## src/rtl/banco_registradores_pkg.sv

```systemverilog
// Shared constants and types for the register file (banco_registradores).
// Default geometry: 32 registers of 32 bits, 5-bit indices; register 0 reads as zero.
package banco_registradores_pkg;

    localparam int unsigned DATA_WIDTH_DEF = 32;
    localparam int unsigned ADDR_WIDTH_DEF = 5;
    localparam int unsigned NUM_REGS_DEF   = 32;
    localparam int unsigned REG_ZERO       = 0;

    typedef logic [ADDR_WIDTH_DEF-1:0] reg_idx_t;
    typedef logic [DATA_WIDTH_DEF-1:0] reg_data_t;

endpackage : banco_registradores_pkg

```

## src/rtl/banco_registradores_read_port.sv

```systemverilog
// One combinational read port of the register file.
// Index 0 always returns zero. With BANCO_REGISTRADORES_BYPASS_EN defined, a
// pending write (wr_en=1, wr_idx!=0) to the addressed register is forwarded so
// writeback and decode can share a cycle; otherwise only stored data is returned.
module banco_registradores_read_port
    import banco_registradores_pkg::*;
#(
    parameter int unsigned DATA_WIDTH = DATA_WIDTH_DEF,
    parameter int unsigned ADDR_WIDTH = ADDR_WIDTH_DEF,
    parameter int unsigned NUM_REGS   = NUM_REGS_DEF
) (
    input  logic [NUM_REGS-1:0][DATA_WIDTH-1:0] regs,
    input  logic [ADDR_WIDTH-1:0]               idx,
`ifdef BANCO_REGISTRADORES_BYPASS_EN
    input  logic                                wr_en,
    input  logic [ADDR_WIDTH-1:0]               wr_idx,
    input  logic [DATA_WIDTH-1:0]               wr_data,
`endif
    output logic [DATA_WIDTH-1:0]               rdata
);

    localparam logic [ADDR_WIDTH-1:0] IDX_ZERO = ADDR_WIDTH'(REG_ZERO);

    // Select stored contents, masking register 0 and optionally forwarding a write.
    always_comb begin
        rdata = regs[idx];
        if (idx == IDX_ZERO) begin
            rdata = '0;
        end
`ifdef BANCO_REGISTRADORES_BYPASS_EN
        else if (wr_en && (wr_idx != IDX_ZERO) && (wr_idx == idx)) begin
            rdata = wr_data;
        end
`endif
    end

endmodule : banco_registradores_read_port

```

## src/rtl/banco_registradores.sv

```systemverilog
// General-purpose register file: NUM_REGS x DATA_WIDTH, two asynchronous read
// ports (rs, rt) and one synchronous write port (rd). Register 0 is hardwired
// to zero. reset_n clears every register asynchronously.
// Optional macro BANCO_REGISTRADORES_BYPASS_EN enables write-to-read forwarding.
// NUM_REGS must equal 2**ADDR_WIDTH so every index is a valid register.
module banco_registradores
    import banco_registradores_pkg::*;
#(
    parameter int unsigned DATA_WIDTH = DATA_WIDTH_DEF,
    parameter int unsigned ADDR_WIDTH = ADDR_WIDTH_DEF,
    parameter int unsigned NUM_REGS   = NUM_REGS_DEF
) (
    input  logic                  clock,
    input  logic                  reset_n,
    input  logic                  RegWrite,
    input  logic [ADDR_WIDTH-1:0] rs,
    input  logic [ADDR_WIDTH-1:0] rt,
    input  logic [ADDR_WIDTH-1:0] rd,
    input  logic [DATA_WIDTH-1:0] dado_escrita,
    output logic [DATA_WIDTH-1:0] dado_lido1,
    output logic [DATA_WIDTH-1:0] dado_lido2
);

    localparam logic [ADDR_WIDTH-1:0] IDX_ZERO = ADDR_WIDTH'(REG_ZERO);

    logic [NUM_REGS-1:0][DATA_WIDTH-1:0] regs_q;
    logic [NUM_REGS-1:0][DATA_WIDTH-1:0] regs_d;

    // Next storage state: apply the enabled write, never to register 0.
    always_comb begin
        regs_d = regs_q;
        if (RegWrite && (rd != IDX_ZERO)) begin
            regs_d[rd] = dado_escrita;
        end
        // Entry 0 is kept at zero so storage itself never holds a stale value there.
        regs_d[0] = '0;
    end

    // Storage register: asynchronous clear, otherwise capture on the rising edge.
    always_ff @(posedge clock or negedge reset_n) begin
        if (!reset_n) begin
            regs_q <= '0;
        end else begin
            regs_q <= regs_d;
        end
    end

    banco_registradores_read_port #(
        .DATA_WIDTH (DATA_WIDTH),
        .ADDR_WIDTH (ADDR_WIDTH),
        .NUM_REGS   (NUM_REGS)
    ) u_port_rs (
        .regs    (regs_q),
        .idx     (rs),
`ifdef BANCO_REGISTRADORES_BYPASS_EN
        .wr_en   (RegWrite),
        .wr_idx  (rd),
        .wr_data (dado_escrita),
`endif
        .rdata   (dado_lido1)
    );

    banco_registradores_read_port #(
        .DATA_WIDTH (DATA_WIDTH),
        .ADDR_WIDTH (ADDR_WIDTH),
        .NUM_REGS   (NUM_REGS)
    ) u_port_rt (
        .regs    (regs_q),
        .idx     (rt),
`ifdef BANCO_REGISTRADORES_BYPASS_EN
        .wr_en   (RegWrite),
        .wr_idx  (rd),
        .wr_data (dado_escrita),
`endif
        .rdata   (dado_lido2)
    );

endmodule : banco_registradores

```

## config.mk

```make
export PLATFORM = sky130hd
export DESIGN_NAME = banco_registradores
export DESIGN_NICKNAME = d
export VERILOG_FILES = /design/src/rtl/banco_registradores_pkg.sv /design/src/rtl/banco_registradores_read_port.sv /design/src/rtl/banco_registradores.sv
export SDC_FILE = /design/constraint.sdc
export NUM_CORES = 2
export LEC_CHECK = 0
export CAP_MARGIN = 10
export CORE_ASPECT_RATIO = 0.5
export CORE_MARGIN = 5
export CORE_UTILIZATION = 60
export CTS_CLUSTER_SIZE = 14
export DETAILED_ROUTE_END_ITERATION = 6
export PLACE_DENSITY_LB_ADDON = 0.15
export SLEW_MARGIN = 0
export SYNTH_ARGS = -nofsm -noshare
export SYNTH_HDL_FRONTEND = slang
export SYNTH_SLANG_ARGS = --single-unit
```

## constraint.sdc

```tcl
create_clock -name clock -period 1.9 [get_ports clock]
set_input_delay 0.19 -clock clock [delete_from_list [all_inputs] [get_ports clock]]
set_output_delay 0.19 -clock clock [all_outputs]
set_load 0.05 [all_outputs]
```

=== Word-level counts from Yosys, hierarchy flattened ===
Index checks and enable logic that the tools add are counted.

* Register bits: 992
* Output and inout bits: 64

* Multiplexer cells: 9
* Reduce and logical (&&, ||, !) cells: 5
* Order comparisons: 4

{| class="wikitable"
|+ Operators with widths
! operator !! count
|-
| 1024-bit bitwise mux || 1
|-
| 32-bit binary-select mux with 5-bit select || 2
|-
| 32-bit demux with 5-bit select || 1
|-
| 32-bit 2-to-1 mux || 5
|-
| 5-bit by 6-bit less-than comparator with 1-bit output, second input constant || 3
|-
| 5-bit logical NOT || 2
|-
| 5-bit by 1-bit greater-or-equal comparator with 1-bit output, second input constant || 1
|-
| 5-bit nonzero test || 1
|-
| 1-bit logical AND || 2
|}

=== Depth between registers and ports, before layout ===
* Depth after elaboration: 5
* Depth in mapped cells: 8
* Gate-level depth less buffers: 4

=== Cells and area by module ===
Synthesis repeated with hierarchy kept, for this count alone.

* Cells, all modules: 3,552
* Area total of the unflattened synthesis: 53,891.7 µm²

{| class="wikitable"
|+ By module, submodules not included
! module !! cells each !! area each (µm²) !! times used !! seq. area each (µm²)
|-
| banco_registradores || 2,224 || 37,155.6 || 1 || 24,823.8
|-
| banco_registradores_read_port || 664 || 8,368.0 || 2 || 0.0
|}

=== Least setup slack after synthesis ===
Ideal clock, no wire load.

* Path type: in2out
* Start: input port rt[1]
* End: output port dado_lido2[10]
* Data required time: 1.710 ns
* Slack: -0.938 ns
* Arrival time: 2.648 ns
* Stages: 7
* Buffers on the path: 3
* Cell sequence: buf_4 > or2_2 > buf_2 > buf_2 > o22ai_1 > nor3_1 > nor4_1

* Cells in the longest elaborated chain, start to end: 3

{| class="wikitable"
|+ RTL lines
! what !! RTL line !! RTL
|-
| start: declaration || banco_registradores.sv:17 || <nowiki>input logic [ADDR_WIDTH-1:0] rt,</nowiki>
|-
| 32-bit binary-select mux with 5-bit select || banco_registradores_read_port.sv:26 || <nowiki>rdata = regs[idx];</nowiki>
|-
| 32-bit 2-to-1 mux (not written as such) || banco_registradores_read_port.sv:26 ||
|-
| 32-bit 2-to-1 mux (*) || banco_registradores_read_port.sv:27 || <nowiki>if (idx == IDX_ZERO) begin</nowiki>
|-
| end: declaration || banco_registradores.sv:21 || <nowiki>output logic [DATA_WIDTH-1:0] dado_lido2</nowiki>
|}

Mark *: on every way between the ends. The rest lies on a longest branch, timed or not. The select of a mux whose other input is x is not followed.

=== Worst setup path after layout ===
* Start: register regs_q[286] in the netlist's numbering
* End: output port dado_lido1[30]

* Cells in the longest elaborated chain, start to end: 3

{| class="wikitable"
|+ RTL lines
! what !! RTL line !! RTL
|-
| start: declaration || banco_registradores.sv:26 || <nowiki>logic [NUM_REGS-1:0][DATA_WIDTH-1:0] regs_q;</nowiki>
|-
| start signal: assignment || banco_registradores.sv:44 || <nowiki>regs_q <= regs_d;</nowiki>
|-
| 32-bit binary-select mux with 5-bit select || banco_registradores_read_port.sv:26 ||
|-
| 32-bit 2-to-1 mux (not written as such) || banco_registradores_read_port.sv:26 ||
|-
| 32-bit 2-to-1 mux || banco_registradores_read_port.sv:27 ||
|-
| end: declaration || banco_registradores.sv:20 || <nowiki>output logic [DATA_WIDTH-1:0] dado_lido1,</nowiki>
|}

No other way between the ends. The select of a mux whose other input is x is not followed.

==> flow_metrics.env <==
export IMPL_outcome="finished, violations left"
export IMPL_violations="negative setup slack"
export IMPL_ctsLongestPathBuffers=3
export IMPL_layout_drive_gt1_share=0.4904
export IMPL_rsz0062_at_grt="true"
export IMPL_clk_root_buffer_cell="clkbuf_16"
export IMPL_fp_row_count=77
export IMPL_start_kind="flop"
export IMPL_fin_area_um2=65520
export IMPL_post_route_period_util=1.399
export IMPL_vias_per_cell=7.002
export IMPL_area_growth_syn_to_layout_pct=22.56
export IMPL_area_of_the_mapped_netlist_um2=53450
export IMPL_finalMaxSlewViolations=0
export IMPL_grt_total_usage=0.3674
export IMPL_critical_path_peak_fanout=3
export IMPL_antenna_cells=0
export IMPL_chipHeight_um=221.1
export IMPL_count_of_warnings_emitted_by_yosys=0
export IMPL_drt_wl_total_mm=176.9
export IMPL_number_of_antenna_violations_at_the_first_check_in_global_routing=1
export IMPL_core_area_um2=88350
export IMPL_power_internal_mw=43.94
export IMPL_hold_viol_final=0
export IMPL_finalWeightedCongestion=0.8978
export IMPL_cts_max_level=3
export IMPL_layout_cells_most_common="mux2_2"
export IMPL_hp_class="input port to asynchronous set/reset pin"
export IMPL_max_clock_freq_mhz=376.2
export IMPL_remaining_max_slew_budget_at_the_tightest_pin=0.5511
export IMPL_grt_overflow_total=0
export IMPL_fp_dieW_um=432.1
export IMPL_synth_seq_area_share=0.4644
export IMPL_drt_initial_drc_count=4041
export IMPL_layout_common_cells="1,029 x mux2_2, 992 x dfrtp_1, 641 x mux2i_1, 413 x buf_4, 241 x o22ai_1"
export IMPL_timing_worst_setup_path_type="flop to output pin"
export IMPL_worst_setup_hold_path_clk_slew_ps=70
export IMPL_vias=39707
export IMPL_detailedRoute_firstPassIterationCount=6
export IMPL_ys_top_cells_by_area="dfrtp_1 46%, mux2_2 22%, mux2i_1 12%, mux4_2 5.4%, o22ai_1 3.0%"
export IMPL_io_buffer_count=113
export IMPL_layout_top_registers="regs_q (992)"
export IMPL_cts_buffers_inserted=90
export IMPL_fin_nets=4469
export IMPL_dp_final_hpwl_mm=113.3
export IMPL_share_comb_of_total_power=0.256
export IMPL_final_setup_skew_ps=0
export IMPL_antenna_violation_net_count_after_detailed_routing=0
export IMPL_vdd_ir_drop_worst_uv=705.0
export IMPL_die_outline_area_um2=95520
export IMPL_grt_pass1_vias=41256
export IMPL_global_route_wire_length_before_repair_mm=265.5
export IMPL_pin_slew_with_the_least_headroom_to_its_limit_ps=673.4
export IMPL_power_density_nw_per_um2=961.0
export IMPL_drv_cap=0
export IMPL_report_power_total_mw=62.96
export IMPL_final_util=0.7416
export IMPL_boundaryPins=114
export IMPL_yosysUniqueCellTypes=35
export IMPL_placed_area_um2=61560
export IMPL_critical_path_arrival_ps=2470
export IMPL_synth_largest_area_cell="dfrtp_1"
export IMPL_postLayoutSetupSlackWorst_ps=-758.0
export IMPL_tritoncts="done"
export IMPL_clk_insertion_delay_late_ps=690
export IMPL_clock_sink_count=992
export IMPL_initial_core_util=0.6051
export IMPL_total_leakage_power_nw=29.58
export IMPL_netlist_area_leader_share=0.4644
export IMPL_route_detailed_wl_per_inst_um=31.19
export IMPL_cp_data_required_time_ps=1710
export IMPL_synthCells=4050
export IMPL_mean_instance_size_in_the_synthesized_netlist_um2=13.20
export IMPL_p_sw_mw=19.01
export IMPL_reg_with_most_ffs="regs_q"
export IMPL_sw_frac_of_total=0.3020
export IMPL_rr_worst_depth=3
export IMPL_postSynthRegisterBits=992
export IMPL_power_share_sequential=0.453
export IMPL_drcViolationCount=0
export IMPL_setup_worst_path_end_class="output pin"
export IMPL_grt_start_max_net_pins=95
export IMPL_finalWorstPathRequiredPeriod_ps=2658
export IMPL_largest_reg_flops=992
export IMPL_syn_num_nets=4100
export IMPL_finalSetupViolations=64
export IMPL_pwr_share_clk=0.291
## cells by family after synthesis
kind of cell	Yosys count	share of synthesized area
multiplexers	1826	0.3968
flip-flops	992	0.4644
AO/OA/AOI/OAI	509	0.06697
buffers and inverters	425	0.04169
AND/OR/NAND/NOR	298	0.03010
## worst max-delay path, cell delays in order, from the launching register on
cell	delay, ps
dfrtp_1	410
mux4_2	480
a22o_1	270
a31oi_2	220
buf_4	160
nor3_4	60
buf_6	170
## stage by stage
stage | TNS [ps] | setup WS, ps | std cells | hold WS, ps
after floorplan | -812.5 | -57.60 | 4050 | -105.6
after global placement | -176250 | -608.4 | 5472 | 112.8
after detailed placement | -210760 | -585.5 | 5472 | 118.8
after CTS | -39930 | -733.0 | 5661 | 116.4
after global routing | -42240 | -776.2 | 5671 | 164.6
final | -38140 | -758.0 | 5671 | 153.6
## Yosys cell counts
| master | n |
|---|---|
| nor3b_2 | 1 |
| buf_4 | 72 |
| nand2b_1 | 8 |
| nand3_1 | 2 |
| a221o_1 | 63 |
| a22o_1 | 31 |
| a22oi_1 | 63 |
| a211oi_1 | 32 |
| mux2_1 | 25 |
| mux2i_1 | 641 |
| a21oi_1 | 32 |
| nor3b_1 | 4 |
| nand3b_1 | 4 |
| nor4_1 | 32 |
| clkbuf_4 | 2 |
| buf_1 | 13 |
| clkbuf_1 | 184 |
| and2_1 | 2 |
| mux2_2 | 1031 |
| dfrtp_1 | 992 |
| or3b_4 | 1 |
| nor2b_1 | 36 |
| o22ai_1 | 256 |
| nand2_1 | 21 |
| nor2_2 | 8 |
| nor3_1 | 161 |
| and3_1 | 1 |
| buf_2 | 128 |
| buf_6 | 26 |
| mux4_2 | 129 |
| a31oi_1 | 31 |
| o2bb2ai_1 | 1 |
| and3b_1 | 2 |
| nor2_1 | 10 |
| or2_2 | 5 |
## cell type report
| class | count | area (µm²) |
|---|---|---|
| multi-input cells | 2633 | 28350 |
| well taps | 1185 | 1483 |
| fillers | 5556 | 22830 |
| flip-flops and latches | 992 | 24820 |
| repair buffers | 702 | 8020 |
| clock buffers | 140 | 2674 |
| clock inverters | 19 | 162.7 |
## final timing paths
check	slack (ps)	end	startpoint
max	-760	dado_lido1[30]	regs_q[286]$_DFFE_PN0P_
min	150	regs_q[143]$_DFFE_PN0P_	reset_n
max reg2reg	870	regs_q[466]$_DFFE_PN0P_	regs_q[466]$_DFFE_PN0P_
min reg2reg	510	regs_q[386]$_DFFE_PN0P_	regs_q[386]$_DFFE_PN0P_
max in group asynchronous	1070	regs_q[131]$_DFFE_PN0P_	reset_n
min in group clock	430	regs_q[938]$_DFFE_PN0P_	dado_escrita[10]
## per-layer routing
| layer | wire length (µm) | vias up | GRT usage | part of all wire |
|---|---|---|---|---|
| met2 | 78340 | 2224 | 0.5541 | 0.44 |
| met4 | 8895 | 2 | 0.1600 | 0.050 |
| met5 | 15 | - | 0 | 0.000085 |
| met1 | 72210 | 20805 | 0.5135 | 0.41 |
| li1 | - | 16145 | - | - |
| met3 | 17390 | 531 | 0.08540 | 0.098 |
## power groups by stage
stage	Combinational [mW]	Clock [mW]	Sequential, mW
after CTS	15.8	18.4	28.3
final	16.1	18.3	28.5
after floorplan	10.6	0	27.7
after global routing	17.1	19.3	28.9
after detailed placement	15.1	0	28.7
after global placement	14.7	0	28.3
## timing repair
| item | 4_1_cts | 5_1_grt |
|---|---|---|
| endpoints found under the hold margin | 468 | 0 |
| gates resized for setup | 131 | 41 |
| setup endpoints to repair | 64 | 64 |
| hold buffers | 2 | 0 |
| setup buffers | 36 | 14 |
| pin swaps | 93 | 23 |
Power figures use the tool's default switching activity.
